===== config.mk =====
export PLATFORM = sky130hd
export DESIGN_NAME = mult_div_seq
export DESIGN_NICKNAME = d
export VERILOG_FILES = /design/src/rtl/mult_div_seq_pkg.sv /design/src/rtl/mult_div_seq_negate64.sv /design/src/rtl/mult_div_seq.sv
export SDC_FILE = /design/constraint.sdc
export NUM_CORES = 1
export LEC_CHECK = 0
export BUFFER_PORTS_ARGS = -buffer_cell sky130_fd_sc_hd__buf_2
export CAP_MARGIN = 10
export CORE_ASPECT_RATIO = 1.25
export CORE_UTILIZATION = 30
export CTS_CLUSTER_DIAMETER = 120
export DETAILED_ROUTE_END_ITERATION = 12
export SLEW_MARGIN = 20
export SYNTH_ARGS = -nofsm -noshare
export SYNTH_HDL_FRONTEND = slang
export SYNTH_SLANG_ARGS = --single-unit

===== constraint.sdc =====
create_clock -name clk -period 5.5 [get_ports clk]
set_input_delay 0.55 -clock clk [delete_from_list [all_inputs] [get_ports clk]]
set_output_delay 0.55 -clock clk [all_outputs]
set_load 0.01 [all_outputs]

===== src/rtl/mult_div_seq_pkg.sv =====
// mult_div_seq_pkg: md_op codes, reused ALU op codes and FSM state encodings for mult_div_seq.
// The FIXUP state encoding exists only when MD_SIGNED_EN is defined.
package mult_div_seq_pkg;

  localparam logic [2:0] MD_MULTU = 3'd0;
  localparam logic [2:0] MD_DIVU  = 3'd1;
  localparam logic [2:0] MD_MULT  = 3'd2;
  localparam logic [2:0] MD_DIV   = 3'd3;
  localparam logic [2:0] MD_MTHI  = 3'd4;
  localparam logic [2:0] MD_MTLO  = 3'd5;

  localparam logic [3:0] ALU_ADDU = 4'd0;
  localparam logic [3:0] ALU_SUBU = 4'd1;

  typedef enum logic [2:0] {
    ST_IDLE  = 3'd0,
    ST_MUL   = 3'd1,
    ST_DIV   = 3'd2,
    ST_DONE  = 3'd3
`ifdef MD_SIGNED_EN
    , ST_FIXUP = 3'd4
`endif
  } md_state_e;

endpackage


===== src/rtl/mult_div_seq_negate64.sv =====
// md_negate64: two's-complement negate of a {hi,lo} pair, used by the signed FIXUP step.
// Present only when MD_SIGNED_EN is defined.
`ifdef MD_SIGNED_EN
module md_negate64 #(
  parameter int W = 64
) (
  input  logic [W-1:0] i_val,
  output logic [W-1:0] o_val
);

  assign o_val = ~i_val + {{(W-1){1'b0}}, 1'b1};

endmodule
`endif


===== src/rtl/mult_div_seq.sv =====
// mult_div_seq: multi-cycle HI/LO unit (MULTU/DIVU, MTHI/MTLO) sequencing the shared EX-stage ALU.
// Define MD_SIGNED_EN to accept MULT/DIV (abs-valued operands plus a sign FIXUP state).
module mult_div_seq
  import mult_div_seq_pkg::*;
#(
  parameter int WIDTH   = 32,
  parameter int ALUOP_W = 4
) (
  input  logic               clk,
  input  logic               rst_n,
  input  logic               start,
  input  logic [2:0]         md_op,
  input  logic [WIDTH-1:0]   rs_val,
  input  logic [WIDTH-1:0]   rt_val,
  input  logic               kill,
  output logic               busy,
  output logic               done,
  output logic [WIDTH-1:0]   hi,
  output logic [WIDTH-1:0]   lo,
  output logic [WIDTH-1:0]   alu_a,
  output logic [WIDTH-1:0]   alu_b,
  output logic [ALUOP_W-1:0] alu_op,
  input  logic [WIDTH-1:0]   alu_out,
  output md_state_e          o_dbg_state
);

  localparam int CW = $clog2(WIDTH);

  // Handshake: start is taken only in a cycle where busy=0 and kill=0; busy stays high
  // from the edge after an accepted MULT/DIV through the single done cycle.
  md_state_e        r_state, w_state_nxt;
  logic [CW-1:0]    r_cnt;
  logic [WIDTH-1:0] r_acc_h, r_acc_l, r_dvsr;
  logic [WIDTH-1:0] r_hi, r_lo;
  logic [WIDTH-1:0] w_acc_h_nxt, w_acc_l_nxt, w_res_hi, w_res_lo;
  logic [WIDTH-1:0] w_op_a, w_op_b;
  logic [WIDTH:0]   w_rem_sh;
  logic             w_is_mul, w_is_div, w_is_mthi, w_is_mtlo;
  logic             w_accept, w_iter, w_last, w_fits, w_carry, w_commit;

`ifdef MD_SIGNED_EN
  logic               w_is_signed;
  logic               r_fix, r_fix_mul, r_neg_q, r_neg_r;
  logic [2*WIDTH-1:0] w_neg_prod;

  md_negate64 #(.W(2*WIDTH)) u_negate (
    .i_val ({r_acc_h, r_acc_l}),
    .o_val (w_neg_prod)
  );
`endif

  always_comb begin
    w_is_mul  = 1'b0;
    w_is_div  = 1'b0;
    w_is_mthi = 1'b0;
    w_is_mtlo = 1'b0;
`ifdef MD_SIGNED_EN
    w_is_signed = 1'b0;
`endif
    case (md_op)
      MD_MULTU: w_is_mul = 1'b1;
      MD_DIVU:  w_is_div = 1'b1;
      MD_MULT: begin
        w_is_mul = 1'b1;
`ifdef MD_SIGNED_EN
        w_is_signed = 1'b1;
`endif
      end
      MD_DIV: begin
        w_is_div = 1'b1;
`ifdef MD_SIGNED_EN
        w_is_signed = 1'b1;
`endif
      end
      MD_MTHI:  w_is_mthi = 1'b1;
      MD_MTLO:  w_is_mtlo = 1'b1;
      default:  ;
    endcase
  end

`ifdef MD_SIGNED_EN
  assign w_op_a = (w_is_signed && rs_val[WIDTH-1]) ? -rs_val : rs_val;
  assign w_op_b = (w_is_signed && rt_val[WIDTH-1]) ? -rt_val : rt_val;
`else
  assign w_op_a = rs_val;
  assign w_op_b = rt_val;
`endif

  assign w_accept = start && !kill && (r_state == ST_IDLE);
  assign w_iter   = (r_state == ST_MUL) || (r_state == ST_DIV);
  assign w_last   = (r_cnt == CW'(WIDTH - 1));

  // Multiply keeps the multiplier in acc_l; divide keeps the dividend/quotient there.
  assign w_rem_sh = {r_acc_h, r_acc_l[WIDTH-1]};
  assign w_fits   = w_rem_sh[WIDTH] | !(w_rem_sh[WIDTH-1:0] < r_dvsr);
  assign w_carry  = (alu_out < r_acc_h);

  always_comb begin
    alu_a       = '0;
    alu_b       = '0;
    alu_op      = ALUOP_W'(ALU_ADDU);
    w_acc_h_nxt = r_acc_h;
    w_acc_l_nxt = r_acc_l;
    case (r_state)
      ST_MUL: begin
        alu_a       = r_acc_h;
        alu_b       = r_acc_l[0] ? r_dvsr : '0;
        w_acc_h_nxt = {w_carry, alu_out[WIDTH-1:1]};
        w_acc_l_nxt = {alu_out[0], r_acc_l[WIDTH-1:1]};
      end
      ST_DIV: begin
        alu_a       = w_rem_sh[WIDTH-1:0];
        alu_b       = r_dvsr;
        alu_op      = ALUOP_W'(ALU_SUBU);
        w_acc_h_nxt = w_fits ? alu_out : w_rem_sh[WIDTH-1:0];
        w_acc_l_nxt = {r_acc_l[WIDTH-2:0], w_fits};
      end
      default: ;
    endcase
  end

  // HI/LO are loaded on the edge that enters DONE, so they are valid while done is high.
  always_comb begin
    w_res_hi = w_acc_h_nxt;
    w_res_lo = w_acc_l_nxt;
`ifdef MD_SIGNED_EN
    w_commit = !kill && ((w_iter && w_last && !r_fix) || (r_state == ST_FIXUP));
    if (r_state == ST_FIXUP) begin
      if (r_fix_mul) begin
        {w_res_hi, w_res_lo} = r_neg_q ? w_neg_prod : {r_acc_h, r_acc_l};
      end else begin
        w_res_hi = r_neg_r ? -r_acc_h : r_acc_h;
        w_res_lo = r_neg_q ? -r_acc_l : r_acc_l;
      end
    end
`else
    w_commit = !kill && w_iter && w_last;
`endif
  end

  always_comb begin
    w_state_nxt = r_state;
    if (kill) begin
      w_state_nxt = ST_IDLE;
    end else begin
      case (r_state)
        ST_IDLE: begin
          if (w_accept && w_is_mul)      w_state_nxt = ST_MUL;
          else if (w_accept && w_is_div) w_state_nxt = ST_DIV;
        end
        ST_MUL, ST_DIV: begin
          if (w_last) begin
            w_state_nxt = ST_DONE;
`ifdef MD_SIGNED_EN
            if (r_fix) w_state_nxt = ST_FIXUP;
`endif
          end
        end
`ifdef MD_SIGNED_EN
        ST_FIXUP: w_state_nxt = ST_DONE;
`endif
        ST_DONE:  w_state_nxt = ST_IDLE;
        default:  w_state_nxt = ST_IDLE;
      endcase
    end
  end

  always_ff @(posedge clk or negedge rst_n) begin
    if (!rst_n) begin
      r_state <= ST_IDLE;
      r_cnt   <= '0;
      r_acc_h <= '0;
      r_acc_l <= '0;
      r_dvsr  <= '0;
      r_hi    <= '0;
      r_lo    <= '0;
`ifdef MD_SIGNED_EN
      r_fix     <= 1'b0;
      r_fix_mul <= 1'b0;
      r_neg_q   <= 1'b0;
      r_neg_r   <= 1'b0;
`endif
    end else begin
      r_state <= w_state_nxt;
      if (w_accept && (w_is_mul || w_is_div)) begin
        r_cnt   <= '0;
        r_acc_h <= '0;
        r_acc_l <= w_is_mul ? w_op_b : w_op_a;
        r_dvsr  <= w_is_mul ? w_op_a : w_op_b;
`ifdef MD_SIGNED_EN
        r_fix     <= w_is_signed;
        r_fix_mul <= w_is_mul;
        r_neg_q   <= w_is_signed && (rs_val[WIDTH-1] ^ rt_val[WIDTH-1]);
        r_neg_r   <= w_is_signed && rs_val[WIDTH-1];
`endif
      end else if (w_iter) begin
        r_cnt   <= r_cnt + 1'b1;
        r_acc_h <= w_acc_h_nxt;
        r_acc_l <= w_acc_l_nxt;
      end
      if (w_commit) begin
        r_hi <= w_res_hi;
        r_lo <= w_res_lo;
      end else if (w_accept && w_is_mthi) begin
        r_hi <= rs_val;
      end else if (w_accept && w_is_mtlo) begin
        r_lo <= rs_val;
      end
    end
  end

  assign busy        = (r_state != ST_IDLE);
  assign done        = (r_state == ST_DONE);
  assign hi          = r_hi;
  assign lo          = r_lo;
  assign o_dbg_state = r_state;

endmodule


Yosys cells after proc, flatten, opt, wreduce, memory -nomap -nowiden
Cells that the tools add are included.

Bits in registers: 168. Bits of input ports: 103. Output and inout bits: 137. Word-level logic and storage cells: 76.

Add/subtract/negate cells: 1. Order comparisons: 2. Equal/unequal tests: 12. Multiplexer cells: 29. Bitwise gates (word level): 1. Reduce and logical (&&, ||, !) cells: 24.

Operators by type and width (count): two-way mux 32 bit (13); case mux 32 bit (2 select lines) (4); < comparator 32 bit (2); equality test 3 x 2 -> 1 bit (second input constant) (4); two-way mux 3 bit (4); two-way mux 5 bit (2); logical AND 1 bit (9); equality test 3 x 1 -> 1 bit (second input constant) (2); equality test 3 bit (second input constant) (2); logical NOT 3 bit (2); case mux 3 bit (2 select lines) (1); nonzero test 2 bit (3); OR reduction 2 bit (3); adder 5 x 1 -> 5 bit (second input constant) (1); equality test 5 bit (second input constant) (1); two-way mux 1 bit (5); inequality test 4 x 2 -> 1 bit (second input constant) (1); AND reduction 2 bit (2); inequality test 3 bit (second input constant) (1); nonzero test 3 bit (1); logical NOT 1 bit (2); logical OR 1 bit (2); inequality test 2 bit (second input constant) (1); OR 1 bit (1).

Logic depth before layout (Yosys ltp)
Gate-level depths: netlist (run 1).

Word-level depth: 8. Depth in mapped cells: 10. Mapped depth without buffers: 9.

Least setup slack after synthesis (run 1)
Ideal clock, no wire load.

Kind: reg2out. Start point: register r_state[0] (netlist: o_dbg_state[0]). End point: output port alu_a[10]. Arrival: 1828 ps. Required time: 4950 ps. Path slack: 3122 ps. Stages on the path, launching flop included: 7. Cell sequence: dfrtp_1 > inv_1 > ha_1 > clkbuf_1 > clkbuf_1 > clkbuf_1 > nor2b_1.

Word-level cells in the longest chain between the ends: 2. Elaborated cells on any way between the ends: 3. Classes of those cells: eq/ne: 2; mux: 1.

Ends and longest elaborated chain: start: declaration (RTL line mult_div_seq.sv:31) `md_state_e r_state, w_state_nxt;`; start signal: assignment (RTL line mult_div_seq.sv:184) `r_state <= w_state_nxt;`; equality test 3 x 2 -> 1 bit or equality test 3 x 1 -> 1 bit (tied branches) (RTL line mult_div_seq.sv:104) `case (r_state)`; case mux 32 bit (2 select lines) (*) (RTL line mult_div_seq.sv:104); end: declaration (RTL line mult_div_seq.sv:20) `output logic [WIDTH-1:0] alu_a,`.

Every way passes the cells marked *; elsewhere a longest branch is shown, timed or not.

Worst setup path in the final report (run 1)
Start point: register r_state[0] (netlist: o_dbg_state[0]). End point: output port alu_b[11].

Word-level cells in the longest chain between the ends: 2. Elaborated cells on any way between the ends: 3. Classes of those cells: eq/ne: 2; mux: 1.

Ends and longest elaborated chain: equality test 3 x 2 -> 1 bit or equality test 3 x 1 -> 1 bit (tied branches) (RTL line mult_div_seq.sv:104); case mux 32 bit (2 select lines) (*) (RTL line mult_div_seq.sv:104); end: declaration (RTL line mult_div_seq.sv:21) `output logic [WIDTH-1:0] alu_b,`.

Marks and branches as above.

==> flow_summary_export.csv, run 1 <==
group,metric,value,unit
worst_setup_path,critical_path.top_delay_family,"simple AND/OR/NAND/NOR gates",
worst_setup_path,cp.required,4.95,ns
power_and_ir_drop,p_leak,5.88,nW
finish,fin_cells,1839,
floorplan,io_pins,240,
clocking,cts_resized,0,
worst_setup_path,endpoint_kind,"primary output",
floorplan,placementRows,77,
synth,syn_area,0.0108,sq mm
routing,via_per_inst,5.53,
synth,synthArstFlopShare,100,%
synth,synth_flop_cell,"dfrtp_1",
synth,yosys_warnings,0,
floorplan,die_h,214,microns
routing,num_vias,10200,
routing,routed_wl,39.6,mm
global_routing,grt_antenna_before_repair,6,
clocking,cts_sinks,167,
power_and_ir_drop,power.density,572,mW/mm^2
routing,drt_first_iter_violations,1002,
routing,ant_nets,0,
floorplan,initial_core_util,30.6,%
placement,place_inst,1806,
clocking,post-cts-setup-buffers,0,
synth,synth_area_per_cell,9.19,sq um
worst_setup_path,crit_type,"register to primary output",
sta,timing.final.crit_share,66.9,%
sta,worst_slack,1.82,ns
sta,slew_headroom,36.0,%
hold_path,hold_path_class,"input pin to asynchronous set/reset pin",
routing,dr.pass1.iters,5,
synth,ys_seq_area_share,38.6,%
worst_setup_path,reg2reg_depth,9,
global_routing,grt_max_degree,76,
sta,final.min_clock_period,3.68,ns
sta,max_freq,272,MHz
worst_setup_path,r2r-start,"r_acc_h[10]",
synth,synth-seq-cells,167,
power_and_ir_drop,peakVddDrop,0.269,mV
clocking,htreeDepth,4,
global_routing,grt_pass1_vias,9870,
finish,final_common_cell,"buf_2",
global_routing,overflow,0,
worst_setup_path,path_cells,"inv_1 > ha_2 > a21oi_1 > nor2b_4 > and2_1 > buf_2",
synth,synth_cell_type_count,48,
worst_setup_path,crit_fanout,37,
worst_setup_path,critPathArrivalTime,3.13,ns
clocking,numCtsBuffers,17,
clocking,clk_pin_slew_worst_paths,0.07,ns
clocking,clk_path_buf_depth,2,
sta,fin_tns_setup,0,ns
worst_setup_path,reg2reg_slack,2.17,ns
placement,gp_congestion,0.896,
finish,final_util,36.3,%
finish,drive_gt1_share,22.1,%
sta,finClkSkew,0.0139,ns
finish,syn2layout_area_growth,18.9,%
global_routing,grt_pass1_wl,60.2,mm
sta,setup_viol,0,
sta,finalHoldViolCount,0,
floorplan,core-area,0.0355,sq mm
run_status,outcome,"finished, final reports clean",
floorplan,die-area,0.0369,sq mm
worst_setup_path,cp_slowest_cell,"ha_2",
placement,place.port_buffers,235,
placement,dpl_cell_area,0.0123,sq mm
worst_setup_path,crit_buf_inv,2,
sta,tightestPinTransition,0.960,ns
worst_setup_path,critPathLaunchType,"register",
worst_setup_path,cpPeakStageDelay,0.83,ns
clocking,hold_buffers,0,
sta,slew_violations,0,
finish,fin_area,0.0129,sq mm
clocking,root_buffer,"clkbuf_16",
job,maxCapViolCount,0,
global_routing,gr-usage-all-layers,21.6,%
synth,synth-edff-count,0,
placement,hpwlAfterDp,28.3,mm
sta,rsz0062_at_grt,"false",
clocking,clock_latency,0.43,ns
clocking,cts_tree,"built",
placement,dp_slack,1.97,ns
routing,wl_per_cell,21.5,microns
floorplan,die_x,172,microns
worst_setup_path,regToRegEndpoint,"hi[18]",
synth,synthCells,1179,
finish,layout_common_cells,"234 x buf_2, 167 x dfrtp_1, 135 x o21ai_0",
routing,drc_errors,0,
finish,fin_nets,1522,
logic make-up (layout without fill, tap and decap cells):
kind of cell    after synthesis  count (layout)  share of synthesized area [%]
flops                       167             167                           38.6
simple gates                265             265                           12.0
mux                         129             129                           12.0
fa+ha+maj                    68              68                           7.85
compound gates              379             379                           22.8
buf+inv                     167             349                           6.58
xor+xnor                      3               3                          0.243
other cells                   1               5                         0.0346
synthesized netlist by cell type, types with 32 or more instances:
| library cell | n | share of area [%] |
|---|---|---|
| nand3_1 | 33 | 1.5 |
| and2_1 | 32 | 1.8 |
| o21ai_0 | 135 | 6.2 |
| o221ai_1 | 61 | 4.9 |
| nand2_1 | 116 | 4.0 |
| ha_1 | 68 | 7.9 |
| a22oi_1 | 92 | 6.4 |
| mux2i_1 | 125 | 12 |
| nor2b_1 | 37 | 2.1 |
| dfrtp_1 | 167 | 39 |
| clkbuf_1 | 78 | 2.7 |
| inv_1 | 66 | 2.3 |
final cells by class:
class	count	area (sq um)
clock buffer	18	429
clock inverter	14	103
multi-input combinational	848	6020
antenna	1	2.50
inverter	66	248
tap	474	593
timing repair buffer	251	1300
sequential	167	4180
fill	3730	22600
worst max path at each step:
| stage | from | endpoint | depth (start not counted) |
|---|---|---|---|
| 2_1_floorplan | o_dbg_state[0] | alu_a[10] | 6 |
| 3_3_place_gp | o_dbg_state[0] | alu_b[11] | 6 |
| 3_5_place_dp | o_dbg_state[0] | alu_b[13] | 6 |
| 4_1_cts | o_dbg_state[0] | alu_b[13] | 6 |
| 5_1_grt | o_dbg_state[0] | alu_b[13] | 6 |
| 6_report | o_dbg_state[0] | alu_b[11] | 6 |
sequential cells by signal, indices dropped and copies added (netlist names):
name         flops
hi              32
lo              32
o_dbg_state      2
r_acc_h         32
r_acc_l         32
r_cnt            5
r_dvsr          32
stage by stage:
stage | total power, W | hold WS [ns]
global route | 0.00797 | 0.162
floorplan | 0.00488 | 0.254
detailed placement | 0.00623 | 0.492
finish | 0.00736 | 0.118
global placement | 0.00614 | 0.485
CTS | 0.00739 | 0.137
report_power, final:
part | internal, W | switching, W | total, W
combinational | 0.00150 | 0.00228 | 0.00379
sequential | 0.00184 | 0.000600 | 0.00244
clock | 0.000581 | 0.000553 | 0.00113
layer usage:
metal / wire, microns / track usage, % / up-vias
met3: 2640 / 3.95 / 81
met1: 16300 / 27.3 / 4978
met4: 1380 / 8.32 / 10
met2: 19200 / 36.2 / 456
li1: - / - / 4652
met5: 64 / 0 / -
Note: power is estimated with default switching activity, not from simulation.
==> run 2: changes to the inputs <==
Clock period 5.5 ns to 3.5 ns, I/O delays scaled along.
==> flow_summary_export.csv, run 2 (same netlist as run 1, synthesis figures left out) <==
group,metric,value,unit
routing,drt_first_iter_violations,888,
sta,fin_hold_ws,0.204,ns
global_routing,grt_antenna_before_repair,4,
sta,max_freq,329,MHz
sta,tightestPinTransition,0.826,ns
finish,syn2layout_area_growth,20.5,%
finish,final_common_cell,"buf_2",
floorplan,die_x,172,microns
sta,finClkSkew,0.0150,ns
placement,place.port_buffers,235,
floorplan,die_h,214,microns
routing,num_vias,10100,
sta,fin_tns_setup,0,ns
worst_setup_path,crit_fanout,51,
clocking,cts_resized,0,
finish,nFillCells,3748,
power_and_ir_drop,power.density,900,mW/mm^2
routing,via_per_inst,5.47,
routing,routed_wl,39.0,mm
worst_setup_path,critPathArrivalTime,2.69,ns
finish,fin_cells,1847,
global_routing,gr-usage-all-layers,21.0,%
global_routing,grt_pass1_wl,58.7,mm
clocking,cts_sinks,167,
clocking,clk_path_buf_depth,2,
routing,dr.pass1.iters,7,
finish,fin_nets,1531,
clocking,numCtsBuffers,17,
finish,fin_area,0.0131,sq mm
worst_setup_path,endpoint_kind,"primary output",
placement,dpl_cell_area,0.0124,sq mm
floorplan,io_pins,240,
sta,timing.final.crit_share,86.8,%
clocking,htreeDepth,4,
global_routing,grt_max_degree,127,
worst_setup_path,cp.required,3.15,ns
power_and_ir_drop,p_total,0.0118,W
run_status,outcome,"finished, final reports clean",
routing,ant_nets,0,
worst_setup_path,critPathLaunchType,"register",
sta,setup_viol,0,
routing,drc_errors,0,
finish,drive_gt1_share,22.6,%
clocking,clock_latency,0.44,ns
finish,antennaDiodeCount,0,
placement,gp_congestion,0.877,
job,maxCapViolCount,0,
placement,hpwlAfterDp,28.3,mm
placement,place_inst,1814,
power_and_ir_drop,p_leak,5.96,nW
worst_setup_path,crit_type,"register to primary output",
clocking,clk_pin_slew_worst_paths,0.08,ns
sta,finalHoldViolCount,0,
sta,slew_violations,0,
global_routing,grt_pass1_vias,9823,
finish,layout_common_cells,"234 x buf_2, 167 x dfrtp_1, 135 x o21ai_0",
sta,final.min_clock_period,3.04,ns
clocking,hold_buffers,1,
floorplan,die-area,0.0369,sq mm
sta,slew_headroom,45.0,%
floorplan,initial_core_util,30.6,%
global_routing,overflow,0,
clocking,post-cts-setup-buffers,0,
sta,rsz0062_at_grt,"false",
hold_path,hold_path_class,"input pin to register",
clocking,root_buffer,"clkbuf_16",
routing,wl_per_cell,21.1,microns
floorplan,placementRows,77,
floorplan,core-area,0.0355,sq mm
clocking,cts_tree,"built",
power_and_ir_drop,peakVddDrop,0.393,mV
## run 2: stage by stage
stage	worst slack (ns)	util, %
floorplan	1.13	-
global placement	0.653	35.1
detailed placement	0.590	35.1
CTS	0.471	36.8
global route	0.308	36.8
finish	0.461	36.8
## run 2: critical path: stages (launching register included)
cell	delay, ns
dfrtp_1	0.46
inv_1	0.13
ha_4	0.63
buf_4	0.41
a21boi_0	0.39
buf_2	0.21
## run 2: worst paths after layout
path                                 from           to  slack (ns)  depth (start not counted)
setup / recovery           o_dbg_state[0]    alu_a[31]        0.46                          5
hold / removal                 alu_out[7]   r_acc_h[6]        0.20                          3
setup reg to reg               r_acc_h[6]        hi[8]        0.53                          9
hold reg to reg                r_dvsr[31]   r_dvsr[31]        0.51                          2
max in group asynchronous           rst_n  r_acc_h[11]        2.06                          3
min in group asynchronous           rst_n       lo[24]        0.50                          2
## run 2: metal layers
metal | share of wire (%) | GRT usage, %
met1 | 40 | 26.0
met2 | 50 | 36.4
met3 | 7.1 | 3.86
met4 | 2.7 | 6.58
met5 | 0.10 | 0
## run 2: layout make-up
type	instances	area [sq um]	area share, %
clock buffers	17	425	3.26
clock inverters	15	170	1.30
inverters	66	248	1.90
multi-input cells	848	6020	46.1
flip-flops and latches	167	4180	32.0
well taps	474	593	4.54
repair buffers	260	1420	10.9
## run 2: power by group
| group | switching (W) | leakage, nW | internal [W] | total [W] |
|---|---|---|---|---|
| Combinational | 0.00361 | 3.58 | 0.00242 | 0.00603 |
| Sequential | 0.000880 | 2.10 | 0.00289 | 0.00377 |
| Clock | 0.000890 | 0.283 | 0.00107 | 0.00196 |
| Total | 0.00538 | 5.96 | 0.00638 | 0.0118 |
==> run 3: changes to the inputs <==
==> constraint.sdc (replaced) <==
create_clock -name clk -period 3.5 [get_ports clk]
set_input_delay 0.175 -clock clk [delete_from_list [all_inputs] [get_ports clk]]
set_output_delay 0.175 -clock clk [all_outputs]
set_load 0.01 [all_outputs]
==> flow_summary_export.csv, run 3 (same netlist as run 1, synthesis figures left out) <==
group,metric,value,unit
routing,drt_first_iter_violations,835,
floorplan,io_pins,240,
power_and_ir_drop,p_leak,5.99,nW
sta,tightestPinTransition,0.976,ns
hold_path,hold_path_depth,3,
floorplan,die_h,214,microns
clocking,cts_tree,"built",
placement,hpwlAfterDp,28.7,mm
run_status,outcome,"finished, final reports clean",
finish,fin_cells,1853,
finish,fin_nets,1534,
routing,drc_errors,0,
routing,wl_per_cell,21.3,microns
routing,ant_nets,0,
clocking,post-cts-setup-buffers,0,
power_and_ir_drop,peakVddDrop,0.319,mV
global_routing,overflow,0,
sta,setup_viol,0,
worst_setup_path,crit_fanout,10,
sta,final.min_clock_period,3.01,ns
finish,syn2layout_area_growth,20.8,%
sta,max_freq,332,MHz
power_and_ir_drop,power.density,907,mW/mm^2
worst_setup_path,critPathLaunchType,"register",
clocking,clk_path_buf_depth,2,
worst_setup_path,crit_type,"register to register",
placement,place.port_buffers,235,
sta,rsz0062_at_grt,"false",
clocking,numCtsBuffers,17,
worst_setup_path,reg2reg_depth,8,
worst_setup_path,critPathArrivalTime,3.29,ns
clocking,hold_buffers,1,
floorplan,initial_core_util,30.6,%
sta,timing.final.crit_share,86.0,%
sta,finClkSkew,0.0154,ns
worst_setup_path,cp.required,3.78,ns
finish,final_util,36.9,%
sta,fin_tns_setup,0,ns
global_routing,gr-usage-all-layers,21.5,%
finish,final_common_cell,"buf_2",
sta,finalHoldViolCount,0,
job,maxCapViolCount,0,
placement,gp_congestion,0.866,
clocking,clk_pin_slew_worst_paths,0.07,ns
routing,routed_wl,39.5,mm
routing,num_vias,10200,
global_routing,grt_max_degree,127,
finish,layout_common_cells,"234 x buf_2, 167 x dfrtp_1, 135 x o21ai_0",
global_routing,met1_usage,27.1,%
global_routing,top_usage_layer,"met2",
placement,place_inst,1817,
floorplan,die_x,172,microns
global_routing,grt_pass1_vias,9924,
clocking,cts_resized,0,
sta,slew_headroom,34.9,%
clocking,htreeDepth,4,
global_routing,grt_util_met2,36.3,%
clocking,cts_sinks,167,
global_routing,grt.met3_usage,3.67,%
clocking,clock_latency,0.44,ns
floorplan,core-area,0.0355,sq mm
routing,dr.pass1.iters,5,
clocking,root_buffer,"clkbuf_16",
finish,drive_gt1_share,22.7,%
routing,via_per_inst,5.48,
floorplan,die-area,0.0369,sq mm
global_routing,grt_pass1_wl,60.1,mm
global_routing,grt_antenna_before_repair,4,
hold_path,hold_path_class,"input pin to register",
sta,slew_violations,0,
worst_setup_path,endpoint_kind,"register",
floorplan,placementRows,77,
[run 3: changes by cell type in the layout (fill, tap and decap cells not counted), sizes merged, moves of 2 or more]
cell / delta
inv: +3
clkinv: -3
diode: +3
buf: +3
clkinvlp: -2
[run 3: critical path: stages (launching register included)]
cell and delay [ns]:
dfrtp_1 0.46, ha_1 0.32, a2111o_1 0.36, a31oi_1 0.27
o21ai_1 0.19, a41oi_4 0.51, buf_4 0.33, mux2i_1 0.26
o221ai_1 0.16
[run 3: layout make-up]
type | instances | area, sq um
flip-flops and latches | 167 | 4180
well taps | 474 | 593
repair buffers | 263 | 1420
inverters | 66 | 248
diodes | 3 | 7.51
multi-input cells | 848 | 6020
fillers | 3710 | 22400
clock buffers | 18 | 439
clock inverters | 14 | 186
[run 3: where the power goes]
group | total (W) | switching, W | internal (W) | leakage, nW
Combinational | 0.00604 | 0.00361 | 0.00242 | 3.59
Clock | 0.00205 | 0.000887 | 0.00117 | 0.306
Sequential | 0.00378 | 0.000890 | 0.00289 | 2.10
Total | 0.0119 | 0.00539 | 0.00648 | 5.99
[run 3: per-stage QoR]
| step | hold WS [ns] | area (sq um) | total power (W) | setup WS, ns |
|---|---|---|---|---|
| 6_report | 0.0315 | 13100 | 0.0119 | 0.489 |
| 5_1_grt | 0.0408 | 13100 | 0.0129 | 0.311 |
| 4_1_cts | 0.0184 | 13100 | 0.0119 | 0.514 |
| 3_5_place_dp | 0.358 | 12400 | 0.00982 | 0.548 |
| 3_3_place_gp | 0.368 | 12400 | 0.00966 | 0.641 |
| 2_1_floorplan | -0.121 | 10800 | 0.00766 | 1.13 |
[run 3: path summary, 6_finish.rpt]
check                             from         end  slack, ns
max in group asynchronous        rst_n       hi[0]       1.99
setup reg to reg            r_acc_h[0]      hi[12]       0.49
hold / removal             alu_out[10]  r_acc_h[9]       0.03
hold reg to reg             r_dvsr[17]  r_dvsr[17]       0.51
setup / recovery            r_acc_h[0]      hi[12]       0.49
min in group asynchronous        rst_n      lo[24]       0.40
[run 3: routing by layer]
layer	vias up	wire length, microns
li1	4681	-
met1	5024	16400
met2	400	19500
met3	52	2360
met4	4	1280
met5	-	21
